`src/rtl/full_adder1_fa_cell.sv`:
```
// Combinational 1-bit full adder; the leaf cell of the ripple chain.
module fa_cell (
  input  logic a,
  input  logic b,
  input  logic cin,
  output logic s,
  output logic cout
);

  assign s    = a ^ b ^ cin;
  assign cout = (a & b) | (a & cin) | (b & cin);

endmodule

```
`src/rtl/full_adder1.sv`:
```
// Registered ripple-carry adder: {Y1,Y2} = A + B + C, one clock of latency.
// Result registers load only on in_valid, so idle inputs never reach the outputs.
module full_adder1 #(
  parameter int WIDTH = 1
) (
  output logic             Y1,
  output logic [WIDTH-1:0] Y2,
  input  logic [WIDTH-1:0] A,
  input  logic [WIDTH-1:0] B,
  input  logic             C,
  input  logic             clk,
  input  logic             rst,
  input  logic             in_valid,
  output logic             out_valid
);

  logic [WIDTH:0]   carry;
  logic [WIDTH-1:0] sum;

  assign carry[0] = C;

  for (genvar i = 0; i < WIDTH; i++) begin : g_lane
    fa_cell u_cell (
      .a    (A[i]),
      .b    (B[i]),
      .cin  (carry[i]),
      .s    (sum[i]),
      .cout (carry[i+1])
    );
  end

  always_ff @(posedge clk or posedge rst) begin
    if (rst) begin
      Y1        <= 1'b0;
      Y2        <= '0;
      out_valid <= 1'b0;
    end else begin
      out_valid <= in_valid;
      if (in_valid) begin
        Y1 <= carry[WIDTH];
        Y2 <= sum;
      end
    end
  end

endmodule

```
`config.mk`:
```
export PLATFORM = sky130hd
export DESIGN_NAME = full_adder1
export DESIGN_NICKNAME = d
export VERILOG_FILES = /design/src/rtl/full_adder1_fa_cell.sv /design/src/rtl/full_adder1.sv
export SDC_FILE = /design/constraint.sdc
export NUM_CORES = 1
export LEC_CHECK = 0
export CAP_MARGIN = 15
export CORE_AREA = 2 2 39 41
export CTS_CLUSTER_DIAMETER = 50
export DETAILED_ROUTE_END_ITERATION = 7
export DIE_AREA = 0 0 41 43
export PLACE_DENSITY = 0.39
export SYNTH_ARGS = -nofsm -noshare
export SYNTH_HDL_FRONTEND = slang
export SYNTH_HIERARCHICAL = 1
export SYNTH_SLANG_ARGS = --single-unit
```
`constraint.sdc`:
```
create_clock -name clk -period 0.8 [get_ports clk]
set_input_delay 0.16 -clock clk [delete_from_list [all_inputs] [get_ports clk]]
set_output_delay 0.16 -clock clk [all_outputs]
set_load 0.02 [all_outputs]
```
==> impl_metrics.py, run 1 <==
metrics = {
    "worst_setup_path": {
        "worstPathMaxFanout": 2,
        "start_kind": "register",
        "crit_buf_inv": 1,
        "endpoint_kind": "output port",
        "crit_chain": "buf_6",
        "crit_arrival_ns": 0.75,
        "cpPeakStageDelay_ns": 0.38,
        "cp_top_family": "flip-flops",
        "crit_slowest_cell": "dfrtp_1",
        "crit_type": "reg -> out",
        "crit_required_ns": 0.64,
    },
    "finish": {
        "drive_gt1_share_pct": 66.7,
        "fill_cells": 149,
        "area_growth_pct": 115,
        "post-route-util_pct": 18.9,
        "nets": 29,
        "design_area_um2": 262,
        "n_antenna_cell": 0,
    },
    "floorplanning": {
        "initial_core_util_pct": 8.77,
        "boundaryPins": 9,
        "design.die.area_um2": 1760,
        "die_height_um": 43,
        "fp.dieW_um": 41,
        "coreArea_um2": 1380,
        "row_count": 14,
    },
    "pwr": {
        "finalPower_w": 0.000598,
        "p_per_area_nw_per_um2": 2290,
        "irDropWorstVdd_mv": 0.462,
        "p_leak_nw": 0.126,
    },
    "timing": {
        "rsz0062_at_grt": "yes",
        "final-setup-viol-count": 5,
        "finClkSkew_ns": 0,
        "maxSlewViolCount": 0,
        "relSlewSlack_pct": 89.9,
        "hold_viol": 0,
        "fin_hold_ws_ns": 0.0970,
        "min_period_ns": 0.909,
        "period_share_pct": 114,
        "tightestPinTransition_ns": 0.151,
        "final.setup.worst_slack_ns": -0.109,
        "fmax_mhz": 1100,
    },
    "synth": {
        "syn-cell-area_um2": 121,
        "ys.warnings.count": 6,
        "avgSynthCellArea_um2": 17.3,
        "yosysTopAreaCell": "dfrtp_1",
        "seq_area_frac_synth_pct": 61.9,
        "syn_inst": 7,
        "ys_top_cells_by_area": "dfrtp_1 (62%), mux2_2 (19%), fa_1 (16%), inv_1 (3.1%)",
        "synth_cell_types": 4,
        "yosysMostFrequentCell": "dfrtp_1",
        "synth_edf_count": 0,
        "synth_top_area_share_pct": 61.9,
        "syn-num-nets": 14,
        "asyncSetResetFlopFracSynth_pct": 100,
        "synth_commonest_cells": "dfrtp_1 (3), mux2_2 (2), fa_1 (1), inv_1 (1)",
        "ys_ff_latch": 3,
        "synth-main-ff-cell": "dfrtp_1",
    },
    "cts": {
        "path_clk_slew_ns": 0.04,
        "ctsLongestPathBuffers": 2,
        "clock-root-buffer": "clkbuf_4",
        "cts_num_sinks": 3,
        "clock_latency_ns": 0.23,
        "h-tree-depth": 1,
        "cts_tree": "yes",
        "cts_buffers": 3,
    },
    "grt": {
        "grt_pass1_vias": 110,
        "grt_pass1_wl_um": 469,
        "grt_max_degree": 4,
        "groute.usage.overall_pct": 4.64,
        "antenna_found_initial": 0,
        "grt_overflow": 0,
    },
    "route": {
        "wirelength_um": 275,
        "drt-vias-per-instance": 2.68,
        "drtAntennaViolNets": 0,
        "post-route-drc-count": 0,
        "wl_per_cell_um": 7.43,
        "vias": 99,
        "firstDrtPassIters": 2,
        "drt-initial-drc-count": 1,
    },
    "worst_hold_path": {
        "hold_path.class": "in -> async",
    },
    "status": {
        "status": "finished, violations left",
        "violations": "setup timing",
    },
    "run": {
        "cap_violations": 0,
    },
    "placement": {
        "place_area_um2": 235,
        "port_buffers": 8,
        "globalplace.congestion": 0.578,
    },
}
## cells in the final DEF (no fill, tap or decap)
cell type	n
dfrtp_1	3
clkbuf_4	3
buf_2	3
buf_6	3
mux2_4	2
clkdlybuf4s50_1	2
buf_4	2
inv_1	1
clkbuf_1	1
fa_2	1
## metal layers
| layer | part of all wire, % | up-vias | wire, um | GRT usage (%) |
|---|---|---|---|---|
| li1 | - | 50 | - | - |
| met1 | 41 | 40 | 114 | 5.56 |
| met2 | 38 | 9 | 105 | 4.38 |
| met3 | 20 | 0 | 55 | 3.14 |
| met4 | 0 | 0 | 0 | 6.00 |
| met5 | 0 | - | 0 | 0 |
## cell type report
type                    count  area, um2  share of cell area [%]
well taps                  16       20.0                    7.66
clock buffers               4       26.3                    10.0
repair buffers             10       83.8                    32.1
multi-input cells           3       52.6                    20.1
inverters                   1       3.75                    1.44
flip-flops and latches      3       75.1                    28.7
## sequential cells by signal (all words and copies together), names as in the netlist
name,count
Y1,1
Y2,1
out_valid,1
## metrics by stage
step,worst slack [ns],cells,TNS (ns)
after floorplan,-0.166,7,-0.247
after global placement,-0.665,32,-2.06
after detailed placement,-0.688,32,-2.11
after CTS,-0.121,37,-0.521
after global routing,-0.131,37,-0.574
final,-0.109,37,-0.482
## worst paths after layout
| path | end | depth (start not counted) | startpoint | slack [ns] |
|---|---|---|---|---|
| worst max-delay path | Y2 | 1 | Y2 | -0.11 |
| worst min-delay path | out_valid | 2 | rst | 0.1 |
| worst max register to register | Y2 | 2 | Y2 | -0.10 |
| worst min register to register | Y1 | 2 | Y1 | 0.61 |
| max in group asynchronous | Y2 | 2 | rst | 0.58 |
| min in group clk | Y1 | 3 | B | 0.36 |
## power breakdown
group / internal, W / switching, W / total [W]
Combinational: 0.0000960 / 0.0000550 / 0.000151
Sequential: 0.000172 / 0.0000132 / 0.000185
Clock: 0.000187 / 0.0000755 / 0.000262
Total: 0.000455 / 0.000144 / 0.000598
## cell families after synthesis
kind of cell	count (synthesis)	synth area share, %
DFF	3	61.9
adders and majority gates	1	16.5
muxes	2	18.6
buffers and inverters	1	3.09
## repair_timing
action | 4_1_cts | 5_1_grt
pin swaps | 1 | 0
setup buffers | 1 | 0
resized for setup | 31 | 0
hold buffers | 0 | 0
setup endpoints to repair | 5 | 5
No activity file was read; power rests on OpenSTA's default activity.
==> run 2: changes to the inputs <==
--- a/config.mk
+++ b/config.mk
@@ -5,7 +5,7 @@
 export SDC_FILE = /design/constraint.sdc
 export NUM_CORES = 1
 export LEC_CHECK = 0
-export CAP_MARGIN = 15
+export CAP_MARGIN = 20
 export CORE_AREA = 2 2 39 41
 export CTS_CLUSTER_DIAMETER = 50
 export DETAILED_ROUTE_END_ITERATION = 7
==> results of run 2 <==
Final layout, timing and power as in run 1 (identical DEF).
